`src/rtl/wide_alu_sequencer.sv`:
```
// wide_alu_sequencer
// Feeds one wide (WORDS x 32-bit) operation to a 32-bit combinational ALU,
// one limb per cycle, least-significant limb first. Carry/borrow is chained
// between limbs from the limb operands and the ALU result, and the wide
// result is returned over a valid/ready handshake.
module wide_alu_sequencer #(
  parameter int WORDS = 2
) (
  input  logic                  clk,
  input  logic                  rst_n,
  input  logic                  op_valid,
  output logic                  op_ready,
  input  logic [32*WORDS-1:0]   op_a,
  input  logic [32*WORDS-1:0]   op_b,
  input  logic                  op_cin,
  input  logic [1:0]            op_ctrl,
  output logic [31:0]           alu_a,
  output logic [31:0]           alu_b,
  output logic                  alu_cin,
  output logic [1:0]            alu_ctrl,
  input  logic [31:0]           alu_out,
  output logic                  res_valid,
  input  logic                  res_ready,
  output logic [32*WORDS-1:0]   res_data,
  output logic                  res_cout
);

  localparam int IDX_W = (WORDS > 1) ? $clog2(WORDS) : 1;
  localparam logic [IDX_W-1:0] LAST_IDX = IDX_W'(WORDS - 1);

  localparam logic [1:0] CTRL_ADD = 2'b00;
  localparam logic [1:0] CTRL_SUB = 2'b01;
  localparam logic [1:0] CTRL_OR  = 2'b10;
  localparam logic [1:0] CTRL_AND = 2'b11;

  typedef enum logic [1:0] {
    IDLE = 2'd0,
    EXEC = 2'd1,
    DONE = 2'd2
  } state_t;

  // ADD and SUB chain a carry/borrow; the logical ops never do.
  function automatic logic is_arith(input logic [1:0] ctrl);
    return (ctrl == CTRL_ADD) || (ctrl == CTRL_SUB);
  endfunction

  // Carry/borrow out of one limb, derived from the limb operands and the
  // ALU result rather than an ALU carry output. For ADD a wrapped sum is
  // smaller than its operand; equality with carry-in means b was all ones.
  function automatic logic limb_carry(
    input logic [1:0]  ctrl,
    input logic [31:0] a_limb,
    input logic [31:0] b_limb,
    input logic [31:0] sum,
    input logic        carry_in
  );
    logic c;
    case (ctrl)
      CTRL_ADD: c = (sum < a_limb) || (carry_in && (sum == a_limb));
      CTRL_SUB: c = (a_limb < b_limb) || (carry_in && (a_limb == b_limb));
      CTRL_OR:  c = 1'b0;
      CTRL_AND: c = 1'b0;
      default:  c = 1'b0;
    endcase
    return c;
  endfunction

  state_t          state_r;
  state_t          next_state_s;
  logic            accept_s;
  logic            capture_s;
  logic            last_limb_s;

  logic [31:0]     a_r   [WORDS];
  logic [31:0]     b_r   [WORDS];
  logic [31:0]     res_r [WORDS];
  logic [1:0]      ctrl_r;
  logic            carry_r;
  logic [IDX_W-1:0] idx_r;
  logic            res_cout_r;

  logic [31:0]     a_limb_s;
  logic [31:0]     b_limb_s;
  logic            carry_next_s;

  // Handshake-ready only when idle, and never while reset is asserted.
  assign op_ready = (state_r == IDLE) && rst_n;

  // State register.
  always_ff @(posedge clk or negedge rst_n) begin
    if (!rst_n) begin
      state_r <= IDLE;
    end else begin
      state_r <= next_state_s;
    end
  end

  // Next-state logic plus the accept/capture strobes for the datapath.
  always_comb begin
    next_state_s = state_r;
    accept_s     = 1'b0;
    capture_s    = 1'b0;
    last_limb_s  = (idx_r == LAST_IDX);
    case (state_r)
      IDLE: begin
        if (op_valid) begin
          accept_s     = 1'b1;
          next_state_s = EXEC;
        end else begin
          next_state_s = IDLE;
        end
      end
      EXEC: begin
        capture_s = 1'b1;
        if (last_limb_s) begin
          next_state_s = DONE;
        end else begin
          next_state_s = EXEC;
        end
      end
      DONE: begin
        if (res_ready) begin
          next_state_s = IDLE;
        end else begin
          next_state_s = DONE;
        end
      end
      default: begin
        next_state_s = IDLE;
      end
    endcase
  end

  // Current limb selection and the carry that leaves this limb.
  always_comb begin
    a_limb_s     = a_r[idx_r];
    b_limb_s     = b_r[idx_r];
    carry_next_s = limb_carry(ctrl_r, a_limb_s, b_limb_s, alu_out, carry_r);
  end

  // ALU drive: live limb operands in EXEC, all zero otherwise.
  always_comb begin
    alu_a    = 32'd0;
    alu_b    = 32'd0;
    alu_cin  = 1'b0;
    alu_ctrl = 2'b00;
    if (state_r == EXEC) begin
      alu_a    = a_limb_s;
      alu_b    = b_limb_s;
      alu_cin  = carry_r & is_arith(ctrl_r);
      alu_ctrl = ctrl_r;
    end else begin
      alu_a    = 32'd0;
      alu_b    = 32'd0;
      alu_cin  = 1'b0;
      alu_ctrl = 2'b00;
    end
  end

  // Operand capture on accept, limb-by-limb result capture in EXEC.
  always_ff @(posedge clk or negedge rst_n) begin
    if (!rst_n) begin
      for (int i = 0; i < WORDS; i++) begin
        a_r[i]   <= 32'd0;
        b_r[i]   <= 32'd0;
        res_r[i] <= 32'd0;
      end
      ctrl_r     <= 2'b00;
      carry_r    <= 1'b0;
      idx_r      <= {IDX_W{1'b0}};
      res_cout_r <= 1'b0;
    end else if (accept_s) begin
      for (int i = 0; i < WORDS; i++) begin
        a_r[i] <= op_a[32*i +: 32];
        b_r[i] <= op_b[32*i +: 32];
      end
      ctrl_r  <= op_ctrl;
      carry_r <= is_arith(op_ctrl) ? op_cin : 1'b0;
      idx_r   <= {IDX_W{1'b0}};
    end else if (capture_s) begin
      res_r[idx_r] <= alu_out;
      carry_r      <= carry_next_s;
      if (last_limb_s) begin
        res_cout_r <= carry_next_s;
        idx_r      <= {IDX_W{1'b0}};
      end else begin
        idx_r <= idx_r + {{(IDX_W-1){1'b0}}, 1'b1};
      end
    end
  end

  // Result presentation: valid is the DONE state, data is the limb store.
  always_comb begin
    res_valid = (state_r == DONE);
    res_cout  = res_cout_r;
    res_data  = {(32*WORDS){1'b0}};
    for (int i = 0; i < WORDS; i++) begin
      res_data[32*i +: 32] = res_r[i];
    end
  end

endmodule

```
`config.mk`:
```
export PLATFORM = sky130hd
export DESIGN_NAME = wide_alu_sequencer
export DESIGN_NICKNAME = d
export VERILOG_FILES = /design/src/rtl/wide_alu_sequencer.sv
export SDC_FILE = /design/constraint.sdc
export NUM_CORES = 1
export LEC_CHECK = 0
export BUFFER_PORTS_ARGS = -buffer_cell sky130_fd_sc_hd__buf_2
export CAP_MARGIN = 20
export CORE_UTILIZATION = 30
export DETAILED_ROUTE_END_ITERATION = 8
export GPL_TIMING_DRIVEN = 0
export MAX_ROUTING_LAYER = met4
export PLACE_DENSITY = 0.48
export RECOVER_POWER = 50
export SYNTH_ARGS = -nofsm -noshare
export SYNTH_HDL_FRONTEND = slang
export SYNTH_SLANG_ARGS = --single-unit
```
`constraint.sdc`:
```
create_clock -name clk -period 6.2 [get_ports clk]
set_input_delay 0.31 -clock clk [delete_from_list [all_inputs] [get_ports clk]]
set_output_delay 0.31 -clock clk [all_outputs]
set_load 0.01 [all_outputs]
```
==> Word level (Yosys, flattened, before mapping) <==
Cells that the tools add are included.
{ "word_totals": {"ff_bits": 199, "inputBits": 167} }
{ "op_classes": {"add_sub_neg": 1, "n_lt_le_gt_ge": 4, "eq_ne": 8, "n_mux": 27, "bitwise_logic": 3, "n_reduce_logical": 15} }
{ "op_table": {"columns": ["operator", "n"], "rows": [
  ["$mux 32", 9],
  ["$bwmux 64", 1],
  ["$eq 32x32->1", 2],
  ["$lt 32x32->1", 2],
  ["$demux 32 s1", 1],
  ["$mux 1", 11],
  ["$eq 2x1->1 const B", 3],
  ["$eq 2x2->1 const B", 3],
  ["$logic_not 2->1", 3],
  ["$mux 2", 3],
  ["$pmux 2 s3", 1],
  ["$logic_and 1x1->1", 4],
  ["$logic_or 1x1->1", 4],
  ["$pmux 1 s3", 1],
  ["$reduce_and 3->1", 1],
  ["$ge 2x2->1 const B", 1],
  ["$lt 2x1->1 const B", 1],
  ["$not 1->2", 1],
  ["$reduce_and 2->1", 1],
  ["$reduce_bool 2->1", 1],
  ["$reduce_or 2->1", 1],
  ["$add 1x1->1 const B", 1],
  ["$and 1x1->1", 1],
  ["$not 1->1", 1]
]} }

==> Longest topological paths before layout <==
Gate-level depths: netlist (run 1).
{ "depth": {"depth_word": 10, "depth_mapped": 12} }

==> Worst setup path before layout (run 1) <==
No wires, ideal clock.
{ "synth_path": {"path_kind": "reg2reg", "start": "register idx_r", "end": "register carry_r", "arrival_time_ns": 2.537, "required_time_ns": 6.066, "setup_slack_ns": 3.529, "stages_incl_launch_ff": 13, "period_less_slack_ns": 2.671, "path_cell_list": "dfrtp_1 > buf_2 > buf_2 > buf_2 > mux2i_1 > inv_1 > ha_1 > nand4_1 > nor4_1 > a21boi_1 > o31ai_1 > a21boi_1 > o31ai_1"} }
{ "synth_via": {"elab_chain_len": 10, "word_cells_on_any_way": 18, "classes_between": "order compare (2); eq/ne (2); mux (9); bitwise (1); reduce/logical (4)"} }
{ "synth_rtl": {"columns": ["element", "line", "source"], "rows": [
  ["from (decl)", "79", "logic [IDX_W-1:0] idx_r;"],
  ["from (signal assigned)", "170", "idx_r <= {IDX_W{1'b0}};"],
  ["from (signal assigned)", "179", "idx_r <= {IDX_W{1'b0}};"],
  ["from (signal assigned)", "185", "idx_r <= {IDX_W{1'b0}};"],
  ["$not 1->2 (not written as such) (*)", "136, 137", null],
  ["branches (longest 6 deep; another with $lt 32x32->1)", null, null],
  ["$pmux 1 s3 (*)", "58", "case (ctrl)"],
  ["$mux 1 (*)", "180", "end else if (capture_s) begin"],
  ["$mux 1 (*)", "172", "end else if (accept_s) begin"],
  ["to (signal assigned)", "178", "carry_r <= is_arith(op_ctrl) ? op_cin : 1'b0;"],
  ["to (signal assigned)", "182", "carry_r <= carry_next_s;"],
  ["to (decl)", "78", "logic carry_r;"]
]} }
Every way passes the cells marked *. The select of a mux whose other input is x is not followed.
A chain may end at the register's enable or synchronous reset.

==> Final worst setup path (run 1) <==
{ "layout_path": {"start": "input rst_n", "end": "output op_ready"} }
{ "layout_via": {"elab_chain_len": 1} }
{ "layout_rtl": {"columns": ["element", "line", "source"], "rows": [
  ["from (decl)", "10", "input logic rst_n,"],
  ["$logic_and 1x1->1", "87", "assign op_ready = (state_r == IDLE) && rst_n;"],
  ["to (decl)", "12", "output logic op_ready,"]
]} }
No other way between the ends.

==> flow_metrics.tcl, run 1 <==
set metrics [dict create \
    finalClockSkew_ps 16.4 \
    grt_pass1_vias 8399 \
    fin_nets 1606 \
    fin_util_pct 38.5 \
    drive_gt1_share_pct 25.7 \
    comb_power_share_pct 52.7 \
    timing.rr.end "carry_r" \
    worstPathArrival_ps 4030 \
    placed_area_um2 12000 \
    ant_nets 0 \
    grt_pass1_wl_um 49600 \
    worstSetupPathDepth 5 \
    post_drt_wl_per_cell_um 18.2 \
    die_h_um 184 \
    grt_max_degree 109 \
    drtIter0Drc 443 \
    core-area_um2 32500 \
    layout_commonest_cell "nand2_1" \
    start_kind "primary input" \
    synth_edf_count 0 \
    synth_ff_type "dfrtp_1" \
    setup_viol 0 \
    worst-r2r-setup-slack_ps 2430 \
    crit_slowest_cell "clkbuf_2" \
    start_util_pct 30.6 \
    ios 301 \
    syn_inst 1054 \
    finalWirelength_um 33300 \
    rows 66 \
    cts_tree "yes" \
    clk_pin_slew_worst_paths_ps 90 \
    pwr_density_cell_nw_per_um2 575 \
    fmax_mhz 230 \
    finalHoldViolCount 0 \
    cts_max_level 4 \
    yosys-top-cells-area "dfrtp_1 (50%), nand2_1 (15%), ha_1 (8.1%)" \
    cp_num_buf_inv 4 \
    max-slew-margin-rel_pct -86.4 \
    antenna_found_initial 0 \
    synthDistinctLibCells 43 \
    final_cell_mix "nand2_1 (405), buf_2 (256), dfrtp_1 (199)" \
    drc_errors 0 \
    async_reset_ff_share_pct 100 \
    syn_avg_cell_area_um2 9.43 \
    power_mw 7.20 \
    tightestPinTransition_ps 2800 \
    drv_cap 1 \
    grt_setup_unrepaired "no" \
    cts_resized 0 \
    p_leak_nw 6.67 \
    place_hpwl_um 26000 \
    cp-end-kind "output pin" \
    vias 8312 \
    drt-pass1-iter-count 5 \
    clkLatencyLatePin_ps 440 \
    ys_warn_count 0 \
    p_sw_mw 3.26 \
    power.share.clock_pct 15.8 \
    crit_chain "dlygate4sd3_1 -> buf_8 -> clkbuf_2 -> and2_1 -> buf_2" \
    clock_path_buffers 2 \
    area_delta_synth_final_pct 25.9 \
    ys_seq_area_share_pct 50.1 \
    internal-power_mw 3.94 \
    fillers 3407 \
    cts_root_buffer "clkbuf_16" \
    pwr-share-seq_pct 31.5 \
    crit_fanout 108 \
    cts_buffers 17 \
    die-area_um2 33900 \
    synth_fp_nets 1285 \
    vias_per_cell 4.54 \
    ys_ff_latch 199 \
    dieWidth_um 184 \
    setup-tns-final_ps 0 \
    required_ps 5890 \
    synthDominantCellAreaShare_pct 50.1 \
    antenna_cells 0 \
    status "complete, but fails checks" \
    cp-startpoint "rst_n" \
    rr_worst_depth 12 \
    grt_overflow 0 \
    failed_checks "max-capacitance violations, max-slew violations" \
    dpl.cell_count 1797 \
    final_cells 1830 \
    vdd_ir_drop_max_mv 0.250 \
    slowest_delay_ps 1980 \
    hold_depth 3 \
    timing.final.max_slew_violations 109 \
    finalCritPeriodShare_pct 70.1 \
    r2r-start "idx_r" \
    netlist_area_um2 9940 \
    holdCritPathClass "primary input to register" \
    yosysTopAreaCell "dfrtp_1" \
    period_needed_ps 4340 \
    path_class "primary input to output pin" \
    routabilityCongestion 0.808 \
    final_cell_area_um2 12500 \
    crit_end "op_ready" \
    cp_top_family "buffers and inverters" \
    portBuffers 300 \
    track_usage_pct 20.5 \
    cts.sinks 199 \
    switching_share_pct 45.2 \
]
registers in the layout, summed over array words and instances, names as in the netlist:
signal	count
b_r	64
state_r	2
idx_r	1
ctrl_r	2
carry_r	1
res_data	64
a_r	64
res_cout	1
through the flow:
| step | setup slack (ps) | hold slack, ps |
|---|---|---|
| final | 1860 | 47.8 |
| after global routing | 1280 | 43.8 |
| after CTS | 2420 | 29.2 |
| after detailed placement | 2430 | 389 |
| after global placement | 1100 | 457 |
| after floorplan | 3530 | 14.4 |
how the worst min path moves through the flow:
| stage | from | endpoint | slack, ps |
|---|---|---|---|
| 2_1_floorplan | rst_n | a_r[0] | 10 |
| 3_3_place_gp | a_r[47] | a_r[47] | 460 |
| 3_5_place_dp | rst_n | res_data[22] | 390 |
| 4_1_cts | op_b[43] | b_r[11] | 30 |
| 5_1_grt | op_b[6] | b_r[38] | 40 |
| 6_report | op_b[6] | b_r[38] | 50 |
cell type report:
| cell class | count | area [µm²] | area share [%] |
|---|---|---|---|
| Clock buffer | 20 | 457 | 3.65 |
| Clock inverter | 12 | 128 | 1.02 |
| Tap cell | 442 | 553 | 4.42 |
| Sequential cell | 199 | 4980 | 39.8 |
| Multi-Input combinational cell | 768 | 4600 | 36.8 |
| Timing Repair Buffer | 302 | 1440 | 11.5 |
| Inverter | 36 | 135 | 1.08 |
| Buffer | 51 | 220 | 1.76 |
repair_timing:
item                      4_1_cts  5_1_grt
hold buffers                    1        0
hold endpoints to repair       92        0
buffers inserted                0        0
synthesized netlist by cell type, types with 2 or more instances:
master    number
and3_1         2
nor2b_1        3
o31ai_1        3
nand4_2        2
clkbuf_1      24
a21oi_1       25
a21o_1         2
nand4_1        7
and4_1         4
nand2_1      405
inv_1         36
dfrtp_1      199
o21ai_0       12
a21boi_1       2
o21a_1         3
nand2b_1       2
mux2i_1       63
buf_2         24
buf_1          3
a221o_1        2
o211ai_1       2
nand3_1       10
mux2_2        63
a31oi_1        2
nor4_1         2
and2_1         3
ha_1          64
nor2_1        70
power by group through the flow:
stage / sequential, mW / clock [mW] / combinational (mW)
after floorplan: 2.33 / 0 / 2.37
after global placement: 2.27 / 0 / 3.83
after detailed placement: 2.28 / 0 / 3.91
after CTS: 2.26 / 1.18 / 3.93
after global routing: 2.35 / 1.22 / 4.29
final: 2.27 / 1.14 / 3.79
per-layer routing:
metal / track usage (%) / vias up / routed length, µm
met5: - / - / 0
met4: 5.53 / 0 / 578
met2: 32.4 / 203 / 15600
li1: - / 4091 / -
met1: 27.8 / 3990 / 16000
met3: 2.04 / 28 / 1100
cells by family (layout without fill, tap and decap cells):
| family | Yosys count | after routing | share of synthesized area, % |
|---|---|---|---|
| AND/OR/NAND/NOR | 514 | 514 | 20.6 |
| flip-flops | 199 | 199 | 50.1 |
| multiplexers | 127 | 127 | 13.6 |
| buffers and inverters | 87 | 421 | 3.59 |
| adder cells (fa/ha/maj) | 64 | 64 | 8.05 |
| AO/OA/AOI/OAI | 63 | 63 | 4.04 |
worst register-to-register path, cell delays in order (launching register included):
cell      delay, ps
dfrtp_1         320
buf_2           170
buf_2           380
buf_2           440
mux2i_1         530
inv_1           110
ha_1            310
nand4_1         140
nor4_1          520
a21boi_1        230
o31ai_1          90
a21boi_1        300
o31ai_1         100
Power figures use the tool's default switching activity.
==> run 2, diff against run 1 <==
Clock period 6.2 ns to 4.3 ns, I/O delays scaled along.
==> run 2 against run 1 <==
  * The flow still finishes with violations (max-capacitance violations, max-slew violations)
  * Clock power rose by 45%
  * Die area did not move
  * Final cell count rose by 6.3%
  * Critical path type is now register to register
  * Cell area rose by 9.2%
  * Via count rose by 5.5%
  * Global-route usage rose by 0.51 points
  * Sequential cell count did not move
==> flow_metrics.tcl, run 2 (same netlist as run 1, synthesis figures left out) <==
set metrics [dict create \
    holdWs_ps 2.71 \
    cts_max_level 4 \
    setup-tns-final_ps 0 \
    timing.final.max_slew_violations 93 \
    use_met2_pct 33.5 \
    area_delta_synth_final_pct 37.6 \
    holdCritPathClass "primary input to register" \
    grt_pass1_vias 8803 \
    dpl.cell_count 1797 \
    fmax_mhz 265 \
    rr_worst_depth 12 \
    clk_pin_slew_worst_paths_ps 80 \
    grt_max_degree 109 \
    final_cell_mix "nand2_1 (405), buf_2 (257), dfrtp_1 (199)" \
    pwr_density_cell_nw_per_um2 767 \
    fin_nets 1720 \
    track_usage_pct 21.0 \
    portBuffers 300 \
    p_leak_nw 7.16 \
    drt-pass1-iter-count 5 \
    grt_overflow 0 \
    die_h_um 184 \
    dieWidth_um 184 \
    drive_gt1_share_pct 23.8 \
    cts_hold_buf 115 \
    final_cell_area_um2 13700 \
    drv_cap 1 \
    die-area_um2 33900 \
    ant_nets 0 \
    worstPathArrival_ps 4070 \
    grt_pass1_wl_um 51100 \
    post_cts.repair.setup_buffers 0 \
    post_drt_wl_per_cell_um 17.7 \
    cts_root_buffer "clkbuf_16" \
    cts.sinks 199 \
    cp-end-kind "register" \
    start_util_pct 30.6 \
    grt_setup_unrepaired "no" \
    hold_depth 3 \
    tightestPinTransition_ps 2480 \
    setup_viol 0 \
    max-slew-margin-rel_pct -65.5 \
    layout_commonest_cell "nand2_1" \
    grtUsageMet3_pct 2.00 \
    antenna_found_initial 0 \
    period_needed_ps 3780 \
    vias_per_cell 4.51 \
    status "complete, but fails checks" \
    clock_path_buffers 2 \
    grtUsageMet1_pct 28.0 \
    vdd_ir_drop_max_mv 0.365 \
    drc_errors 0 \
    ios 301 \
    rows 66 \
    drtIter0Drc 433 \
    finalWirelength_um 34400 \
    routabilityCongestion 0.808 \
    cts_resized 0 \
    finalCritPeriodShare_pct 87.8 \
    failed_checks "max-capacitance violations, max-slew violations" \
    path_class "register to register" \
    finalClockSkew_ps 17.0 \
    final_cells 1945 \
    cts_buffers 17 \
    place_hpwl_um 26000 \
    crit_fanout 10 \
    placed_area_um2 12000 \
    clkLatencyLatePin_ps 450 \
    finalHoldViolCount 0 \
    cts_tree "yes" \
    power_mw 10.5 \
    core-area_um2 32500 \
    required_ps 4590 \
    vias 8773 \
    top_usage_layer "met2" \
    start_kind "register" \
]
-- run 2: through the flow --
stage | utilization [%] | setup WS, ps
after floorplan | - | 1630
after global placement | 36.9 | -708
after detailed placement | 37.0 | 529
after CTS | 42.3 | 516
after global routing | 42.0 | 238
final | 42.0 | 523
-- run 2: where the power goes --
group	switching [mW]	internal (mW)	leakage (nW)
clock	0.838	0.808	0.288
sequential	0.471	2.80	2.42
combinational	3.42	2.15	4.45
total	4.73	5.76	7.16
-- run 2: final timing paths --
path | from | end | slack (ps)
worst max register to register | idx_r | carry_r | 520
worst min register to register | a_r[33] | a_r[33] | 480
min in group asynchronous | rst_n | res_data[22] | 1030
max in group asynchronous | rst_n | b_r[41] | 1760
worst min-delay path | op_a[43] | a_r[11] | 3
worst max-delay path | idx_r | carry_r | 520
-- run 2: layout make-up --
cell class	instances	area, µm²
fillers	3316	18900
plain buffers	51	221
multi-input cells	768	4600
repair buffers	416	2600
diodes	1	2.50
well taps	442	553
inverters	36	135
flip-flops and latches	199	4980
clock buffers	20	457
clock inverters	12	128
-- run 2: routing by layer --
layer  share of wire [%]  up-vias
met2                  47      215
met1                  47     4209
li1                    -     4312
met5                   0        -
met3                 3.5       37
met4                 2.3        0
-- run 2: worst max-delay path: stages, from the launching register on --
cell	delay, ps
dfrtp_1	320
buf_2	170
buf_2	380
buf_2	440
mux2i_1	520
inv_1	110
ha_1	310
nand4_1	140
nor4_1	510
a21boi_1	220
o31ai_1	90
a21boi_1	300
o31ai_1	100
==> run 3, diff against run 2 <==
Settings changed: HOLD_SLACK_MARGIN set to 0.06.
Clock period 4.3 ns to 4.2 ns, I/O delays scaled along.
==> run 3 against run 2 <==
  * The run still ends with max-capacitance violations, max-slew violations left
  * Non-clock buffer count increased by 41
  * Clock power rose by 2%
  * Global-route usage increased by 0.31 points
  * First-iteration DRC count decreased by 6.0%
  * Setup slack worse by 120 ps
  * Critical path depth did not move
  * Register-to-register slack worse by 120 ps
  * Wire length grew 1.7%
  * Count of clock-buffer cells in the layout is the same
  * Sequential share of layout area down 1.1 points
  * Largest power group unchanged
==> flow_metrics.tcl, run 3 (same netlist as run 1, synthesis figures left out) <==
set metrics [dict create \
    place_hpwl_um 26000 \
    crit_slowest_cell "mux2i_1" \
    start_kind "register" \
    holdCritPathClass "primary input to register" \
    dpl.cell_count 1797 \
    cts.sinks 199 \
    drive_gt1_share_pct 23.2 \
    cp_num_buf_inv 4 \
    cts_resized 0 \
    ios 301 \
    required_ps 4490 \
    fillers 3279 \
    finalHoldViolCount 0 \
    finalWirelength_um 35000 \
    grt_setup_unrepaired "no" \
    dieWidth_um 184 \
    slowest_delay_ps 520 \
    clkLatencyLatePin_ps 450 \
    routabilityCongestion 0.808 \
    worst-r2r-setup-slack_ps 400 \
    finalCritPeriodShare_pct 90.4 \
    clock_path_buffers 2 \
    drtIter0Drc 407 \
    grt_pass1_vias 9027 \
    path_class "register to register" \
    max-slew-margin-rel_pct -65.1 \
    setup_viol 0 \
    drc_errors 0 \
    core-area_um2 32500 \
    status "complete, but fails checks" \
    timing.final.max_slew_violations 93 \
    vias_per_cell 4.51 \
    period_needed_ps 3800 \
    fin_util_pct 43.3 \
    final_cell_mix "nand2_1 (405), buf_2 (257), dfrtp_1 (199)" \
    grt_pass1_wl_um 51900 \
    cts_root_buffer "clkbuf_16" \
    antenna_found_initial 0 \
    post_drt_wl_per_cell_um 17.6 \
    pwr_density_cell_nw_per_um2 764 \
    power_mw 10.8 \
    final_cells 1986 \
    drv_cap 1 \
    die-area_um2 33900 \
    worstPathArrival_ps 4090 \
    cts_hold_buf 156 \
    portBuffers 300 \
    grt_max_degree 109 \
    crit_chain "buf_2 -> buf_2 -> buf_2 -> mux2i_1 -> inv_1 -> ha_1 -> nand4_1 -> nor4_1 -> a21boi_1 -> o31ai_1 -> a21boi_1 -> o31ai_1" \
    tightestPinTransition_ps 2480 \
    rows 66 \
    p_leak_nw 7.33 \
    area_delta_synth_final_pct 41.7 \
    holdWs_ps 63.7 \
    fin_nets 1761 \
    vias 8963 \
    crit_fanout 10 \
    cts_max_level 4 \
    setup-tns-final_ps 0 \
    failed_checks "max-capacitance violations, max-slew violations" \
    finalClockSkew_ps 17.7 \
    drt-pass1-iter-count 5 \
    cp-end-kind "register" \
    cpMostUsedCell "buf_2" \
    cts_buffers 17 \
    post_cts.repair.setup_buffers 0 \
    cp_top_family "buffers and inverters" \
    layout_commonest_cell "nand2_1" \
    cts_tree "yes" \
    start_util_pct 30.6 \
    ant_nets 0 \
    die_h_um 184 \
    fmax_mhz 263 \
    clk_pin_slew_worst_paths_ps 70 \
    vdd_ir_drop_max_mv 0.372 \
    grt_overflow 0 \
    track_usage_pct 21.3 \
]
-- run 3: path summary, 6_finish.rpt --
check,from,to,cells past startpoint
min,op_a[1],a_r[33],3
min in group asynchronous,rst_n,res_data[22],2
min reg2reg,a_r[61],a_r[61],2
max,idx_r,carry_r,12
max in group asynchronous,rst_n,a_r[12],2
max reg2reg,idx_r,carry_r,12
-- run 3: area by class of cell --
cell class / count / area (µm²) / share of cell area (%)
diodes: 1 / 2.50 / 0.0178
inverters: 36 / 135 / 0.959
multi-input cells: 768 / 4600 / 32.7
well taps: 442 / 553 / 3.93
repair buffers: 457 / 3010 / 21.4
clock inverters: 12 / 128 / 0.906
flip-flops and latches: 199 / 4980 / 35.3
clock buffers: 20 / 457 / 3.24
plain buffers: 51 / 221 / 1.57
-- run 3: routing by layer --
metal,global-route usage [%],part of all wire (%)
met5,-,0
met4,7.67,2.9
met3,1.98,3.3
met2,33.8,47
met1,28.2,47
-- run 3: metrics by stage --
stage	area, µm²	setup WS, ps
after detailed placement	12000	429
after CTS	14200	416
final	14100	405
after global placement	12000	-803
after floorplan	9940	1530
after global routing	14100	145
-- run 3: power by group --
| part | internal, mW | total, mW | switching (mW) |
|---|---|---|---|
| clock | 0.828 | 1.69 | 0.858 |
| sequential | 2.87 | 3.35 | 0.483 |
| combinational | 2.23 | 5.73 | 3.51 |
-- run 3: worst reg2reg max path: stages (launching register included) --
cell      delay [ps]
dfrtp_1          320
buf_2            170
buf_2            380
buf_2            450
mux2i_1          530
inv_1            110
ha_1             310
nand4_1          140
nor4_1           520
a21boi_1         230
o31ai_1           90
a21boi_1         310
o31ai_1          100
